## src/rtl/health_pkg.sv

```systemverilog
`default_nettype none
// ============================================================================
//  Module      : health_pkg
//  Description : Shared constants for the health-monitor alert path:
//                scheduler state encoding and alarm source indices.
//  Revision    : 1.0  initial release
// ============================================================================
package health_pkg;

    // Alert scheduler state encoding (binary, explicit width)
    localparam logic [1:0] ST_IDLE     = 2'd0;
    localparam logic [1:0] ST_ANNOUNCE = 2'd1;
    localparam logic [1:0] ST_WAIT_ACK = 2'd2;

    // Alarm source indices; a lower index means a higher priority
    localparam logic [1:0] SRC_FALL = 2'd0;
    localparam logic [1:0] SRC_BPM  = 2'd1;
    localparam logic [1:0] SRC_TEMP = 2'd2;
    localparam logic [1:0] SRC_MED  = 2'd3;

endpackage
`default_nettype wire

```

## src/rtl/prio_enc4.sv

```systemverilog
`default_nettype none
// ============================================================================
//  Module      : prio_enc4
//  Description : Combinational 4-bit priority encoder. The lowest set index
//                wins, so the fall alarm always outranks the others.
//  Revision    : 1.0  initial release
// ============================================================================
module prio_enc4
    import health_pkg::*;
(
    input  logic [3:0] i_vec,
    output logic       o_valid,
    output logic [1:0] o_idx
);

    // Lowest-index set bit selects the source; index is 0 when nothing is set
    always_comb begin
        o_valid = 1'b1;
        o_idx   = SRC_FALL;
        casez (i_vec)
            4'b???1: o_idx = SRC_FALL;
            4'b??10: o_idx = SRC_BPM;
            4'b?100: o_idx = SRC_TEMP;
            4'b1000: o_idx = SRC_MED;
            default: begin
                o_valid = 1'b0;
                o_idx   = SRC_FALL;
            end
        endcase
    end

endmodule
`default_nettype wire

```

## src/rtl/alert_scheduler.sv

```systemverilog
`default_nettype none
// ============================================================================
//  Module      : alert_scheduler
//  Description : Shares one buzzer and alert-code display between the alarm
//                sources. Latches rising edges, serves them by fixed priority,
//                holds the buzzer for HOLD_CYCLES, re-announces unacknowledged
//                alerts after REPEAT_CYCLES and counts re-announcements.
//  Revision    : 1.0  initial release
// ============================================================================
module alert_scheduler
    import health_pkg::*;
#(
    parameter int N_SRC         = 4,
    parameter int HOLD_CYCLES   = 8,
    parameter int REPEAT_CYCLES = 32,
    parameter int CNT_W         = 8
)(
    input  logic             clk,
    input  logic             reset,
    input  logic [N_SRC-1:0] req,
    input  logic             ack,
    output logic             alert_active,
    output logic [1:0]       alert_code,
    output logic             buzzer,
    output logic [N_SRC-1:0] pending,
    output logic [CNT_W-1:0] missed_cnt
);

    localparam int c_MAX_CYC = (HOLD_CYCLES > REPEAT_CYCLES) ? HOLD_CYCLES : REPEAT_CYCLES;
    localparam int c_TW      = (c_MAX_CYC > 1) ? $clog2(c_MAX_CYC) : 1;
    localparam logic [c_TW-1:0] c_HOLD_LD   = c_TW'(HOLD_CYCLES - 1);
    localparam logic [c_TW-1:0] c_REPEAT_LD = c_TW'(REPEAT_CYCLES - 1);

    logic [N_SRC-1:0] r_req_d;
    logic [N_SRC-1:0] r_pending;
    logic [1:0]       r_state;
    logic [c_TW-1:0]  r_timer;
    logic [1:0]       r_alert_code;
    logic             r_buzzer;
    logic             r_alert_active;
    logic [CNT_W-1:0] r_missed_cnt;

    logic [N_SRC-1:0] w_rise;
    logic [N_SRC-1:0] w_clr_mask;
    logic             w_ack_live;
    logic             w_cur_valid;
    logic [1:0]       w_cur_idx;

    assign w_rise     = req & ~r_req_d;
    assign w_ack_live = ack && (r_state != ST_IDLE);

    prio_enc4 u_prio_enc4 (
        .i_vec   (r_pending),
        .o_valid (w_cur_valid),
        .o_idx   (w_cur_idx)
    );

    // Acknowledge clears the bit of the source currently being served
    always_comb begin
        w_clr_mask = '0;
        if (w_ack_live) begin
            w_clr_mask[r_alert_code] = 1'b1;
        end
    end

    // Request history; on reset it absorbs levels already high so they are not edges
    always_ff @(posedge clk) begin
        r_req_d <= req;
    end

    // Pending latch: a fresh edge wins over a same-cycle acknowledge
    always_ff @(posedge clk) begin
        if (reset) begin
            r_pending <= '0;
        end else begin
            r_pending <= (r_pending & ~w_clr_mask) | w_rise;
        end
    end

    // Scheduler FSM with registered annunciator outputs, timer and missed counter
    always_ff @(posedge clk) begin
        if (reset) begin
            r_state        <= ST_IDLE;
            r_timer        <= '0;
            r_alert_code   <= 2'd0;
            r_buzzer       <= 1'b0;
            r_alert_active <= 1'b0;
            r_missed_cnt   <= '0;
        end else begin
            case (r_state)
                ST_IDLE: begin
                    if (w_cur_valid) begin
                        r_state        <= ST_ANNOUNCE;
                        r_alert_code   <= w_cur_idx;
                        r_timer        <= c_HOLD_LD;
                        r_buzzer       <= 1'b1;
                        r_alert_active <= 1'b1;
                    end
                end
                ST_ANNOUNCE: begin
                    if (ack) begin
                        r_state        <= ST_IDLE;
                        r_alert_code   <= 2'd0;
                        r_buzzer       <= 1'b0;
                        r_alert_active <= 1'b0;
                    end else if (r_timer == '0) begin
                        r_state  <= ST_WAIT_ACK;
                        r_timer  <= c_REPEAT_LD;
                        r_buzzer <= 1'b0;
                    end else begin
                        r_timer <= r_timer - 1'b1;
                    end
                end
                ST_WAIT_ACK: begin
                    // Ack first, then preemption by a higher-priority source, then expiry
                    if (ack || (w_cur_valid && (w_cur_idx < r_alert_code))) begin
                        r_state        <= ST_IDLE;
                        r_alert_code   <= 2'd0;
                        r_buzzer       <= 1'b0;
                        r_alert_active <= 1'b0;
                    end else if (r_timer == '0) begin
                        r_state  <= ST_ANNOUNCE;
                        r_timer  <= c_HOLD_LD;
                        r_buzzer <= 1'b1;
                        if (r_missed_cnt != '1) begin
                            r_missed_cnt <= r_missed_cnt + 1'b1;
                        end
                    end else begin
                        r_timer <= r_timer - 1'b1;
                    end
                end
                default: begin
                    r_state        <= ST_IDLE;
                    r_alert_code   <= 2'd0;
                    r_buzzer       <= 1'b0;
                    r_alert_active <= 1'b0;
                end
            endcase
        end
    end

    assign alert_active = r_alert_active;
    assign alert_code   = r_alert_code;
    assign buzzer       = r_buzzer;
    assign pending      = r_pending;
    assign missed_cnt   = r_missed_cnt;

endmodule
`default_nettype wire

```

## config.mk

```make
export PLATFORM = sky130hd
export DESIGN_NAME = alert_scheduler
export DESIGN_NICKNAME = d
export VERILOG_FILES = /design/src/rtl/health_pkg.sv /design/src/rtl/prio_enc4.sv /design/src/rtl/alert_scheduler.sv
export SDC_FILE = /design/constraint.sdc
export NUM_CORES = 1
export LEC_CHECK = 0
export ABC_AREA = 1
export BUFFER_PORTS_ARGS = -buffer_cell sky130_fd_sc_hd__buf_2
export CAP_MARGIN = 20
export CELL_PAD_IN_SITES_DETAIL_PLACEMENT = 0
export CELL_PAD_IN_SITES_GLOBAL_PLACEMENT = 1
export CORE_AREA = 2 2 67 75
export DETAILED_ROUTE_END_ITERATION = 8
export DIE_AREA = 0 0 69 77
export PLACE_DENSITY_LB_ADDON = 0.25
export RECOVER_POWER = 50
export SLEW_MARGIN = 20
export SYNTH_ARGS = -nofsm -noshare
export SYNTH_HDL_FRONTEND = slang
export SYNTH_HIERARCHICAL = 1
export SYNTH_SLANG_ARGS = --single-unit
```

## constraint.sdc

```tcl
create_clock -name clk -period 1.95 [get_ports clk]
set_clock_uncertainty 0.15 [all_clocks]
set_input_delay 0 -clock clk [delete_from_list [all_inputs] [get_ports clk]]
set_output_delay 0 -clock clk [all_outputs]
set_load 0.05 [all_outputs]
```

==> metrics.md <==
| Metric | Value |
|---|---|
| WP data arrival | between 1.5 and 2 ns |
| # H-tree levels | 1 |
| Worst r2r src | pending[1]$_SDFF_PP0_ |
| Slew Limit Fails | 0 |
| Crit. End Element | flop |
| Crit Path Class | reg -> reg |
| Reg clk slew, reported paths | approximately 0.10 ns |
| Num ports | 23 |
| Critical-path maximum fanout | 5 |
| R2r endpoint | r_timer[3]$_SDFFE_PP0P_ |
| CTS Buffer Depth | 2 |
| First-pass GRT wire length | 5800 um |
| Area contributors post-synth | dfxtp_1 35%, nand2_1 14%, inv_1 7.7% |
| Router iterations before antenna repair | 4 |
| Critical Path Start | pending[1]$_SDFF_PP0_ |
| Die area | around 5300 sq um |
| Top delay family on crit path | simple AND/OR/NAND/NOR gates |
| Cell with the largest stage delay on the worst path | dfxtp_4 |
| Final setup TNS | 0 ns |
| Max stage delay on crit path | 0.37 ns |
| Final GP Congestion | 0.763 |
| CP Launch Type | flop |
| Clock sink count | 27 |
| CP Buf/Inv Count | 1 |
| Yosys warning count | 6 |
| GRT Total Usage | 13.1% |
| Peak supply drop | between 0.3 and 0.4 mV |
| Leakage | 0.000877 uW |
| Die height | between 70 and 80 um |
| Rows | 26 |
| Most frequent cells in the layout | 54 x nand2_1, 32 x inv_1, 24 x nor2_1 |
| Initial Utilization | ~34% |
| Tcrit/Tclk final | 93.4% |
| Pwr Total | roughly 2400 uW |
| CTS buffer count | 3 |
| Post-DP HPWL | ~2600 um |
| FF+latch area | roughly 550 sq um |
| Synthesized Nets | 237 |
| Root Buffer | clkbuf_8 |
| Area growth from synthesis to layout | 21.7% |
| DR WL/cell | roughly 11 um |
| Final wirelength | 3400 um |
| Maximum clock rate | 549 MHz |
| Crit path required time | between 1.5 and 2 ns |
| Max-Cap Viols | 0 |
| Remaining DRCs | 0 |
| Vias/cell | 4.50 |
| Layout fillers | 511 |
| Nets | ~270 |
| Initial antenna violation count | 0 |
| Post-placement cell area | 1770 sq um |
| Share of layout cells above drive strength 1 | 21.4% |
| Seq/Total Area, Yosys | between 30% and 40% |
| Hold Vio Cnt, Final | 0 |
| Routed via count | between 1000 and 1500 |
| Number of diodes | 0 |
| # setup viols final | 0 |
| Unique cell type count in the Yosys netlist | 27 |
| Power density cells | ~1300 nW/um^2 |
| Area of the multi-input gates | about 890 sq um |
| DRT iter0 DRCs | between 40 and 50 |
| Mapped Area | between 1500 and 2000 sq um |
| Total gr overflow | 0 |
| Fin area | 1890 sq um |
| Die Wd | 69 um |
| Cells along the critical path | nor2_4 > nand2_1 > nand2_1 > ha_1 > nand2_1 > nand2_2 > nand2_2 > nand2_1 > nand2_2 > buf_4 > nand2_1 > nand2_1 > nor2_1 |
| Largest net degree at the start of global routing | 17 |
| Minimum clock period | 1.82 ns |
| CP Depth | 13 |
| IO Port Bufs | 22 |
| Status | finished, final reports clean |
| Cells after Synth | around 220 |
| Max-slew headroom | approximately 60% |
| Mean post-synth cell area | about 7.0 sq um |
| CTS tree | yes |
| RSZ-0062 raised after global routing | true |
| Least-Margin Pin Slew | about 0.6 ns |
| Reg2Reg Setup Slack | between 0.1 and 0.15 ns |
| Synthesis-stage register bit count | 27 |
| Clk Latency, worst-skew pair | between 0.2 and 0.3 ns |
| Leading cell type in the layout, fill and taps excluded | nand2_1 |
| Vias in the first global route | 1339 |
| Core ar. | roughly 4600 sq um |
| Synth top area share | between 30% and 40% |
| Antenna viol nets, final | 0 |
| Most used cell, CP | nand2_1 |
| CP endpoint | r_timer[3]$_SDFFE_PP0P_ |
| Worst Reg-to-Reg Cells | 13 |
| HP Class | in -> reg |
| Top cell type by total area after synthesis | dfxtp_1 |
==> worst register-to-register path, stage by stage (launching register included) <==
cell,delay [ns]
dfxtp_4,0.37
nor2_4,0.12
nand2_1,0.07
nand2_1,0.08
ha_1,0.22
nand2_1,0.08
nand2_2,0.10
nand2_2,0.10
nand2_1,0.06
nand2_2,0.11
buf_4,0.12
nand2_1,0.04
nand2_1,0.06
nor2_1,0.03
==> sequential cells by signal (all words and copies together), names as in the netlist <==
signal and count:
r_req_d 4, r_state 2, r_timer 5, alert_code 2, pending 4, alert_active 1, buzzer 1, missed_cnt 8
==> stage by stage <==
step	utilization, %	instances	worst slack, ns	hold WS (ns)
after global placement	38.8	302	0.0993	-0.0312
after floorplan	-	221	0.0314	-0.122
after global routing	41.5	313	-0.0326	0.0710
after CTS	41.0	311	0.0546	0.0663
after detailed placement	38.8	302	0.0771	-0.0317
final	41.5	313	0.129	0.0580
==> kinds of logic after synthesis <==
kind of cell	Yosys count	synth area share [%]
AO/OA/AOI/OAI	37	14.4
XOR/XNOR	3	1.69
adder cells (fa/ha/maj)	9	7.25
AND/OR/NAND/NOR	109	32.4
buffers and inverters	36	9.50
flip-flops	27	34.8
==> power by group <==
group | internal, uW | switching [uW]
Combinational | 480 | 830
Clock | 144 | 192
Sequential | 663 | 112
==> synth_stat cells <==
library cell / count
a21boi_0: 1
a21oi_1: 14
a21oi_2: 4
buf_6: 1
clkbuf_1: 2
clkinv_4: 1
dfxtp_1: 27
ha_1: 9
inv_1: 32
nand2_1: 57
nand2_2: 6
nand2_4: 1
nand3_1: 10
nand3_4: 1
nand4_1: 2
nor2_1: 25
nor2_2: 1
nor2_4: 2
nor2_8: 1
nor3_1: 2
nor3b_1: 1
o21ai_0: 11
o21ai_1: 2
o21ai_4: 1
o31ai_1: 4
xnor2_1: 2
xor2_1: 1
==> final cells by class <==
cell class,instances,share of cell area (%)
multi-input combinational,159,47.2
clock buffer,3,2.18
timing repair buffer,34,10.6
clock inverter,1,0.265
tap,56,3.71
inverter,33,6.82
sequential,27,29.3
==> worst min-delay path by stage <==
| stage | startpoint | endpoint | slack, ns | cells after the start |
|---|---|---|---|---|
| after floorplan | req[0] | r_req_d[0]$_DFF_P_ | -0.12 | 0 |
| after global placement | req[3] | r_req_d[3]$_DFF_P_ | -0.03 | 1 |
| after detailed placement | req[3] | r_req_d[3]$_DFF_P_ | -0.03 | 1 |
| after CTS | ack | pending[3]$_SDFF_PP0_ | 0.07 | 4 |
| after global routing | ack | pending[3]$_SDFF_PP0_ | 0.07 | 4 |
| final | ack | pending[3]$_SDFF_PP0_ | 0.06 | 4 |
==> metal layers <==
metal / vias up / wire length, um / global-route usage, %
met2: 21 / 1710 / 23.1
met4: 0 / 40 / 5.10
met3: 5 / 99 / 1.97
li1: 769 / - / -
met1: 615 / 1550 / 15.9
met5: - / 0 / 0
==> repair_timing <==
| item | CTS | global route |
|---|---|---|
| hold endpoints to repair | 23 | 0 |
| setup endpoints to repair | 0 | 18 |
| gates resized for setup | 0 | 9 |
| hold buffers | 5 | 0 |
| setup buffers | 0 | 1 |
(Power assumes the default switching activity.)
